===== src/rtl/instruction_fetch.sv =====
// Instruction fetch stage for the 8-bit core: one-outstanding-request memory port
// feeding a small prefetch FIFO of {address, instruction} pairs, flushed on redirect.
module instruction_fetch #(
  parameter int          DEPTH      = 4,
  parameter logic [7:0]  RESET_ADDR = 8'h00
) (
  input  logic       clock,
  input  logic       reset,
  output logic       mem_req,
  output logic [7:0] mem_addr,
  input  logic       mem_ack,
  input  logic [7:0] mem_data,
  output logic       instr_valid,
  output logic [7:0] instruction,
  output logic [7:0] instruction_address,
  input  logic       instr_ready,
  input  logic       redirect,
  input  logic [7:0] redirect_addr
);

  localparam int PTR_W = (DEPTH > 1) ? $clog2(DEPTH) : 1;
  localparam int CNT_W = PTR_W + 1;

  typedef enum logic [1:0] {
    StIdle,
    StWait,
    StDiscard
  } fetchState_e;

  fetchState_e      state_q;
  logic [7:0]       fpc_q;
  logic             memReq_q;
  logic [7:0]       memAddr_q;

  logic [7:0]       addrMem_q [DEPTH];
  logic [7:0]       dataMem_q [DEPTH];
  logic [PTR_W-1:0] rdPtr_q, rdPtr_d;
  logic [PTR_W-1:0] wrPtr_q, wrPtr_d;
  logic [CNT_W-1:0] count_q, count_d;

  logic             pushEn;
  logic             popEn;

  assign pushEn = (state_q == StWait) && mem_ack && !redirect;
  assign popEn  = instr_valid && instr_ready && !redirect;

  assign mem_req             = memReq_q;
  assign mem_addr            = memAddr_q;
  assign instr_valid         = (count_q != '0);
  assign instruction         = dataMem_q[rdPtr_q];
  assign instruction_address = addrMem_q[rdPtr_q];

  // Issue only when a free slot exists for the one request that may be in flight.
  always_ff @(posedge clock) begin
    if (!reset) begin
      state_q   <= StIdle;
      fpc_q     <= RESET_ADDR;
      memReq_q  <= 1'b0;
      memAddr_q <= 8'h00;
    end else begin
      if (redirect) begin
        fpc_q <= redirect_addr;
      end
      unique case (state_q)
        StIdle: begin
          if (!redirect && (count_q < CNT_W'(DEPTH))) begin
            memReq_q  <= 1'b1;
            memAddr_q <= fpc_q;
            fpc_q     <= fpc_q + 8'd1;
            state_q   <= StWait;
          end
        end
        StWait: begin
          if (mem_ack) begin
            memReq_q <= 1'b0;
            state_q  <= StIdle;
          end else if (redirect) begin
            state_q <= StDiscard;
          end
        end
        StDiscard: begin
          if (mem_ack) begin
            memReq_q <= 1'b0;
            state_q  <= StIdle;
          end
        end
        default: state_q <= StIdle;
      endcase
    end
  end

  always_comb begin
    rdPtr_d = rdPtr_q;
    wrPtr_d = wrPtr_q;
    count_d = count_q;
    if (redirect) begin
      rdPtr_d = '0;
      wrPtr_d = '0;
      count_d = '0;
    end else begin
      if (pushEn) begin
        wrPtr_d = wrPtr_q + PTR_W'(1);
      end
      if (popEn) begin
        rdPtr_d = rdPtr_q + PTR_W'(1);
      end
      unique case ({pushEn, popEn})
        2'b10:   count_d = count_q + CNT_W'(1);
        2'b01:   count_d = count_q - CNT_W'(1);
        default: count_d = count_q;
      endcase
    end
  end

  always_ff @(posedge clock) begin
    if (!reset) begin
      rdPtr_q <= '0;
      wrPtr_q <= '0;
      count_q <= '0;
      for (int i = 0; i < DEPTH; i++) begin
        addrMem_q[i] <= 8'h00;
        dataMem_q[i] <= 8'h00;
      end
    end else begin
      rdPtr_q <= rdPtr_d;
      wrPtr_q <= wrPtr_d;
      count_q <= count_d;
      if (pushEn) begin
        addrMem_q[wrPtr_q] <= mem_addr;
        dataMem_q[wrPtr_q] <= mem_data;
      end
    end
  end

endmodule

===== config.mk =====
export PLATFORM = sky130hd
export DESIGN_NAME = instruction_fetch
export DESIGN_NICKNAME = d
export VERILOG_FILES = /design/src/rtl/instruction_fetch.sv
export SDC_FILE = /design/constraint.sdc
export NUM_CORES = 1
export LEC_CHECK = 0
export ABC_AREA = 1
export BUFFER_PORTS_ARGS = -buffer_cell sky130_fd_sc_hd__buf_2
export CORE_MARGIN = 2
export CORE_UTILIZATION = 62
export CTS_CLUSTER_DIAMETER = 80
export CTS_CLUSTER_SIZE = 30
export DETAILED_ROUTE_END_ITERATION = 16
export PLACE_DENSITY_LB_ADDON = 0.15
export SYNTH_ARGS = -nofsm -noshare
export SYNTH_HDL_FRONTEND = slang
export SYNTH_SLANG_ARGS = --single-unit

===== constraint.sdc =====
create_clock -name clock -period 5.9 [get_ports clock]
set_clock_uncertainty 0.2 [all_clocks]
set_input_delay 0.885 -clock clock [delete_from_list [all_inputs] [get_ports clock]]
set_output_delay 0.885 -clock clock [all_outputs]
set_load 0.01 [all_outputs]

==> results of run 1 <==
-- final cells by class --
type / instances / share of cell area [%]
sequential: 92 / 53.58
multi-input combinational: 282 / 29.38
timing repair buffer: 49 / 5.455
inverter: 55 / 4.510
clock buffer: 14 / 4.186
tap: 77 / 2.079
clock inverter: 2 / 0.8102
-- synth_stat cells, types with 9 or more instances --
master and number:
sky130_fd_sc_hd__o22ai_1 16, sky130_fd_sc_hd__nand3_1 12, sky130_fd_sc_hd__a21oi_1 19, sky130_fd_sc_hd__edfxtp_1 64
sky130_fd_sc_hd__nor2_1 87, sky130_fd_sc_hd__o21ai_0 52, sky130_fd_sc_hd__dfxtp_1 28, sky130_fd_sc_hd__clkbuf_1 9
sky130_fd_sc_hd__inv_1 53, sky130_fd_sc_hd__nand2_1 62, sky130_fd_sc_hd__nor2_2 11
-- kinds of logic after synthesis --
group / count (synthesis) / share of synthesized area, %
adders and majority gates: 6 / 1.986
AOI/OAI and AO/OA: 92 / 11.79
and+or+nand+nor: 181 / 18.32
buffers and inverters: 73 / 7.581
DFF: 92 / 59.69
xor gates and xnor gates: 3 / 0.6319
-- worst register-to-register path, cell delays in order, from the launching register on --
cell and delay, ps:
sky130_fd_sc_hd__dfxtp_1 320, sky130_fd_sc_hd__inv_1 90, sky130_fd_sc_hd__ha_1 190, sky130_fd_sc_hd__nand2_1 100
sky130_fd_sc_hd__nor2_4 120, sky130_fd_sc_hd__nand2_2 80, sky130_fd_sc_hd__inv_4 220, sky130_fd_sc_hd__nand3_4 280
sky130_fd_sc_hd__nand2_1 610
-- layer usage --
layer  wire length, um  share of wire, %  track usage [%]
met1              3517                42            31.10
met2              4141                50            39.32
met3               489               5.9            3.754
met4               178               2.1            12.12
met5                 0                 0                0
-- stage by stage --
stage | std cells | power, mW | setup slack [ps] | hold WS (ps)
CTS | 571 | 1.336 | 2044 | 246.8
global route | 571 | 1.379 | 1771 | 307.5
global placement | 555 | 0.8741 | 2586 | 227.7
finish | 571 | 1.328 | 2075 | 245.3
detailed placement | 555 | 0.8788 | 2424 | 229.2
floorplan | 447 | 0.8382 | 2893 | 262.7
-- report_power, final --
group	internal, mW	switching (mW)	leakage [nW]
combinational	0.0424	0.0799	0.934
sequential	0.721	0.0200	0.891
clock	0.257	0.208	0.114
-- layout by cell type, fill, tap and decap left out, drive strengths merged --
cell | synthesis | final
a31oi | 2 | 2
fa | 1 | 1
o21ai | 52 | 52
dfxtp | 28 | 28
nand3 | 13 | 13
edfxtp | 64 | 64
or2 | 1 | 1
a211oi | 2 | 2
bufinv | 0 | 1
inv | 55 | 55
o211ai | 1 | 1
buf | 9 | 49
clkbuf | 9 | 14
nor2 | 99 | 99
nand3b | 1 | 1
nand2 | 67 | 67
clkinvlp | 0 | 1
xnor2 | 1 | 1
ha | 5 | 5
xor2 | 2 | 2
a21oi | 19 | 19
o22ai | 16 | 16
-- final timing paths --
| check | depth (start not counted) | start | slack, ps | end |
|---|---|---|---|---|
| setup / recovery | 4 | register | 2080 | instruction_address[3] |
| hold / removal | 2 | mem_req | 250 | mem_req |
| setup reg to reg | 8 | state_q[1] | 3330 | addrMem_q[0][0] |
| hold reg to reg | 2 | mem_req | 250 | mem_req |
-- registers in the layout (all words and copies together), names as in the netlist, named ones only --
signal,cells
addrMem_q,32
count_q,3
dataMem_q,32
fpc_q,8
mem_addr,8
mem_req,1
rdPtr_q,2
state_q,2
wrPtr_q,2
==> impl_summary.md, run 1 <==
Status
The flow ran to the end, but the final reports show violations. The checks that failed: design-rule violations.

Clock network
The root buffer cell is sky130_fd_sc_hd__clkbuf_8. The clock insertion delay at the later pin of the skew report is 350 ps. Hold repair after CTS inserted 0 buffers. The CTS tree is built.

Buffers inserted during clock tree synthesis total 9. The clock passes through at most 2 buffers. Counting every sink on the clock net gives between 90 and 100. After clock tree synthesis, the setup repair step added 0 buffers. The maximum level of the CTS H-tree is 3. In this run, post-CTS repair resized a total of 0 instances.

The clock input transition at the sequential cells of the worst setup and hold paths is roughly 80 ps.

Pwr
Dividing total power by cell area gives a power density of 286.7 mW/mm^2. Across the VDD grid, the largest voltage drop is 0.2088 mV. The leakage power of the design is 1.939 nW.

STA
In this run the tightest slew margin relative to its limit is 32.23%. After layout, the minimum clock period comes to between 3000 and 4000 ps. The transition time at the pin with the least slew margin is just over 1000 ps. For this run, the top clock speed supported by timing is approximately 0.26 GHz.

Setup repair after global routing left no endpoint under its margin. The final count of hold timing violations is 0. The number of setup violations in the final report is 0. After routing, the total negative slack on setup checks comes to 0 ps. After layout, the worst path uses roughly two thirds of the clock period. The number of max-slew violations in the final report was 0.

Placement
Summing all placed instances gives a cell area of 0.004402 sq mm. After legalization and detailed placement, the total HPWL measured between 5 and 6 mm. The congestion estimate from routability-driven global placement came to 0.8292. Buffers placed on the I/O ports in this run total 46.

Critical path
The arrival time at the worst endpoint is 2740 ps. On the worst path, the slowest cell contributes a delay of 990 ps. The worst setup path is captured at a primary output. STA classifies the critical path startpoint as a register.

Traced cell by cell, the critical path runs through inv_1 -> o21ai_0 -> o22ai_1 -> buf_2. The largest fanout on the critical path is 33. The count of buffering cells on the critical path with inverters included is 2. The worst-path cell with the longest stage delay is sky130_fd_sc_hd__dfxtp_1. The type of the worst setup path is register to primary output. Grouping stages by cell kind, the critical path spends the most delay in flip-flops. For the worst setup path, the data required time is 4820 ps.

Yosys
The netlist uses 28 different library cells. Summed over all instances, the cell type with the most area after synthesis is sky130_fd_sc_hd__edfxtp_1. After synthesis, the largest area contributor takes up 46.21% of total cell area. The average instance in the mapped netlist occupies 9.304 sq um. The number of flip-flops and latches in the synthesized netlist is 92.

The cell count after synthesis is roughly 450. Of all flip-flops after synthesis, the portion carrying an async set or reset was 0%. The netlist area before placement is 0.004159 sq mm. The synthesized design contains 64 enable-type register cells. The share of synthesized area occupied by flip-flops and latches is between 50% and 60%. The most used flip-flop cell after synthesis is sky130_fd_sc_hd__edfxtp_1. During synthesis, Yosys emitted a total of 0 warnings.

The net count of the mapped netlist is about 470. Sorting the synthesized cells by area gives the leading types as sky130_fd_sc_hd__edfxtp_1, sky130_fd_sc_hd__dfxtp_1, sky130_fd_sc_hd__nor2_1, sky130_fd_sc_hd__o21ai_0, sky130_fd_sc_hd__nand2_1.

GRT
The total global-route track usage is around a quarter. The wire length of the first global-routing pass is 13.46 mm. The largest net degree at the start of global routing is 34. The global-route congestion overflow total is 0. The via count of the first global-routing pass came to 2959. The number of antenna violations at the first check in global routing came to 0.

Detailed routing
The routed design has 8.327 mm of wire. The remaining antenna violation count after routing is 0. The detailed-router iteration count before antenna repair is 11. The average wire length per cell after detail routing is between 10 and 15 um.

In the routed layout, each cell is associated on average with a via count of approximately 5.5. The violation count after the first detailed-route iteration is 220. For this run, design rule violations remaining after detail routing come to 2. The number of vias in the routed layout is 3148.

Floorplanning
The floorplan step defined a die boundary enclosing 0.007379 sq mm. Row generation in the floorplan step produced 29 rows. The I/O pin total is 47. The horizontal die dimension is 85.90 um. The initial utilization of the core area, before any placement, comes to 64.76%. The floorplan die height is 85.90 um. The standard cell core area is 0.006422 sq mm.

Finish
For this run, the share of the core covered by cells in the final layout is 72.14%. The final net count is 516. The finished layout cell area is between 0.004 and 0.005 sq mm.

The layout overhead on the synthesized area is 11.40%. The share of layout cells above drive strength 1 is 17.00%. The repair_antennas step left the layout with diodes totalling 0. Summing all multi-input logic gate instances after layout gives 0.001361 sq mm. The count of fill cells added during filler insertion is between 400 and 500.

The sequential cells in the finished layout cover a total of approximately 0.0025 sq mm.

Hold path
The worst hold-check path type is register to register.

Job
Max-cap violations in this run came to 0.
Note: power is estimated with default switching activity, not from simulation.
==> inputs of run 2 (changes only) <==
--- a/config.mk
+++ b/config.mk
@@ -5,10 +5,10 @@
 export SDC_FILE = /design/constraint.sdc
 export NUM_CORES = 1
 export LEC_CHECK = 0
-export ABC_AREA = 1
+export ABC_AREA = 0
 export BUFFER_PORTS_ARGS = -buffer_cell sky130_fd_sc_hd__buf_2
 export CORE_MARGIN = 2
-export CORE_UTILIZATION = 62
+export CORE_UTILIZATION = 52
 export CTS_CLUSTER_DIAMETER = 80
 export CTS_CLUSTER_SIZE = 30
 export DETAILED_ROUTE_END_ITERATION = 16
==> constraint.sdc (replaced) <==
create_clock -name clock -period 3.2 [get_ports clock]
set_clock_uncertainty 0.2 [all_clocks]
set_input_delay 0.48 -clock clock [delete_from_list [all_inputs] [get_ports clock]]
set_output_delay 0.48 -clock clock [all_outputs]
set_load 0.01 [all_outputs]
==> impl_summary.md, run 2 <==
GRT
Entering global routing, the biggest net connects 28 pins. The total global-route track usage is 18.89%. The first global-routing pass estimated 12.41 mm of wire. The via count of the first global-routing pass is 2500. The number of antenna violations at the first check in global routing is 0. After global routing the overflow that remains totals 0.

Clock network
The clock tree synthesis step divided the H-tree into 3 levels. In this run the post-CTS setup repair buffer count came out at 0. The number of hold buffers added after CTS was 0.

Buffers inserted during clock tree synthesis total 9. The clock net in this run drives a total of 92 sinks. The clock input transition at the sequential cells of the worst setup and hold paths is 90 ps. The maximum clock path buffer count is 2. Clock latency on the worst-skew pair, taken at its later pin, is between 300 and 400 ps. After clock tree synthesis, the repair step resized 0 gates. The CTS tree is built. The cell sitting at the root of the clock tree is a sky130_fd_sc_hd__clkbuf_8.

Detailed routing
The uppermost metal layer occupied by signal nets is met4. The routed design has between 7 and 8 mm of wire. Across all layers, the routed design uses 2493 vias. The met2 routed wirelength is 3.612 mm. The detail route stage leaves a number of antenna-violating nets equal to 0. In the detailed route, the total length drawn on met3 is 370 um.

The wire length on met1 is 3.437 mm. For this block, the initial DRC count from the detailed router was 145. The detailed-router iteration count before antenna repair is 4. After detailed routing, the number of remaining DRC violations is 0. Dividing the detail-routed wire length by the instance count gives 15.80 um.

In the routed layout, each cell is associated on average with a via count of approximately 5.2.

Yosys
The number of flip-flops and latches in the synthesized netlist is 92. Synthesis instantiated 44 different standard cells from the library. The share of synthesized area occupied by flip-flops and latches is 60.21%. The Yosys step of the flow raised 0 warnings. The number of enable-type register cells in the synthesized netlist is 64. Each instance of the synthesized netlist takes up on average between 10 and 15 sq um. In the synthesized netlist the async set-or-reset flop fraction comes to 0%. By area the synthesized netlist is led by sky130_fd_sc_hd__edfxtp_1, sky130_fd_sc_hd__dfxtp_1, sky130_fd_sc_hd__mux4_2, sky130_fd_sc_hd__and2_1, sky130_fd_sc_hd__and3_1.

Synthesis handed over a netlist of 321 instances. The cell area that synthesis handed to floorplanning was between 0.004 and 0.005 sq mm. sky130_fd_sc_hd__edfxtp_1 takes more of the synthesized area than any other cell. The area fraction of the dominant cell type after synthesis is 46.62%.

The number of nets in the synthesized netlist is 348. In the synthesized netlist the dominant register cell turns out to be sky130_fd_sc_hd__edfxtp_1. The most frequent cell after synthesis is sky130_fd_sc_hd__edfxtp_1. The commonest cells after synthesis are sky130_fd_sc_hd__edfxtp_1, sky130_fd_sc_hd__and2_1, sky130_fd_sc_hd__dfxtp_1, sky130_fd_sc_hd__nand2_1, sky130_fd_sc_hd__a21oi_1.

Pwr
In this run the power spent charging and discharging nets is 0.5680 mW. The switching power as a share of total power is between 20% and 30%. The peak supply drop is around 0.23 mV. The internal power component is 1.778 mW. For this design the ratio of total power to cell area is 503.6 mW/mm^2. In this run the static leakage power is 1.812 nW. The share of total power dissipated in the clock network is about a third. The combinational power share is 9.1%. The portion of total power attributed to sequential cells is between 50 and 60%.

Floorplanning
The standard cell core area is 0.007687 sq mm. From left edge to right edge, the die measures 93.04 um. For this configuration, the core starts out at a cell density of 53.63%. The die area is 0.008656 sq mm. The floorplan has 32 rows.

The floorplan step set the die height to between 90 and 100 um. The I/O pin total is 47.

Finish
The share of layout cells above drive strength 1 is 25.13%. For this run, the share of the core covered by cells in the final layout is 60.61%. Leaving out fill and tap cells, the most frequent cells in the layout are sky130_fd_sc_hd__edfxtp_1, sky130_fd_sc_hd__and2_1, sky130_fd_sc_hd__buf_2, sky130_fd_sc_hd__dfxtp_1, sky130_fd_sc_hd__nand2_1. The net count of the finished layout is 396. The largest registers in the layout are addrMem_q: 32 flops, dataMem_q: 32 flops. The layout overhead on the synthesized area is 13.02%.

0 antenna diodes ended up in the layout. The most common cell after layout, fill and taps aside is sky130_fd_sc_hd__edfxtp_1.

Placement
The routability-driven placement congestion ratio is between 0.8 and 0.9. The count of port buffers added during placement is 46. The HPWL after detailed placement is between 4 and 5 mm.

Job
Across the run, the number of max-cap violations was 0.

Critical path
The worst-case register-to-register setup slack is 830 ps. At the worst endpoint, the arrival time is 1760 ps. The setup path with the least slack is of type register to primary output. Along the worst path, the maximum fanout reaches 16. The depth of the worst register-to-register path is 10.

The startpoint type of the worst setup path is a register. The worst flop-to-flop path endpoint is count_q[2]. The endpoint kind of the worst setup timing path is a primary output. In this run the critical register-to-register path is launched from state_q[1]. At the worst endpoint, the required time is 2520 ps.

Status
The run finished with clean final reports.

Hold path
The worst hold-check path type is input port to register. Counting instances, the worst hold path has a depth of 3. The worst hold path endpoint is fpc_q[0]. The critical hold path startpoint is redirect_addr[0].

STA
The post-route setup TNS is 0 ps. The transition time at the pin with the least slew margin is ~780 ps. The final critical delay including setup and external delays is 2444 ps. Setup repair after global routing left no endpoint under its margin. The share of the clock period used by the worst path after layout is 76.38%. In this run the tightest slew margin relative to its limit is between 40% and 50%. The final count of hold timing violations was 0. The number of max-slew violations in the final report is 0. The number of setup violations in the final report is 0. The fmax is around 0.4 GHz.
==> run 2: logic make-up after synthesis <==
family          share of synthesized area, %
simple gates                           18.36
buf+inv                                2.914
xor+xnor                               1.700
flops                                  60.21
mux                                    9.742
compound gates                         5.069
fa+ha+maj                              2.003
==> run 2: per-stage QoR <==
stage / instance area (sq um) / total power [mW] / setup slack [ps] / hold slack [ps] / std cells
final: 4659 / 2.346 / 755.8 / 161.9 / 476
after global routing: 4659 / 2.447 / 657.8 / 195.2 / 476
after CTS: 4659 / 2.363 / 696.8 / 157.7 / 476
after detailed placement: 4462 / 1.600 / 625.7 / 262.8 / 460
after global placement: 4462 / 1.594 / 694.1 / 257.2 / 460
after floorplan: 4123 / 1.520 / 404.1 / 251.5 / 321
==> run 2: worst max-delay path by stage <==
stage / from / to / slack, ps / cells past startpoint
after floorplan: state_q[1] / addrMem_q[1][0] / 400 / 6
after global placement: redirect / count_q[2] / 690 / 9
after detailed placement: redirect / count_q[2] / 630 / 9
after CTS: register / instruction_address[6] / 700 / 2
after global routing: register / instruction[4] / 660 / 2
final: register / instruction_address[6] / 760 / 2
==> run 2: final cells by class <==
class                           instances  area (sq um)
Fill cell                             630          3028
Sequential cell                        92          2482
Multi-Input combinational cell        201          1520
Timing Repair Buffer                   54         290.3
Tap cell                              102         127.6
Clock buffer                            9         123.9
Clock inverter                          7         73.82
Inverter                               11         41.29
==> run 2: per-layer routing <==
layer | vias up | GRT usage [%]
li1 | 1249 | -
met2 | 53 | 30.80
met4 | 0 | 8.088
met1 | 1184 | 25.14
met3 | 7 | 3.304
met5 | - | 0
==> run 2: power by group through the flow <==
stage / Sequential, mW / Combinational, mW / Clock (mW)
2_1_floorplan: 1.38 / 0.142 / 0
3_3_place_gp: 1.38 / 0.212 / 0
3_5_place_dp: 1.38 / 0.216 / 0
4_1_cts: 1.36 / 0.217 / 0.789
5_1_grt: 1.36 / 0.238 / 0.845
6_report: 1.36 / 0.214 / 0.776
==> run 2: worst max-delay path, cell delays in order, from the launching register on <==
cell	delay [ps]
sky130_fd_sc_hd__dfxtp_1	830
sky130_fd_sc_hd__mux4_2	420
sky130_fd_sc_hd__buf_2	160
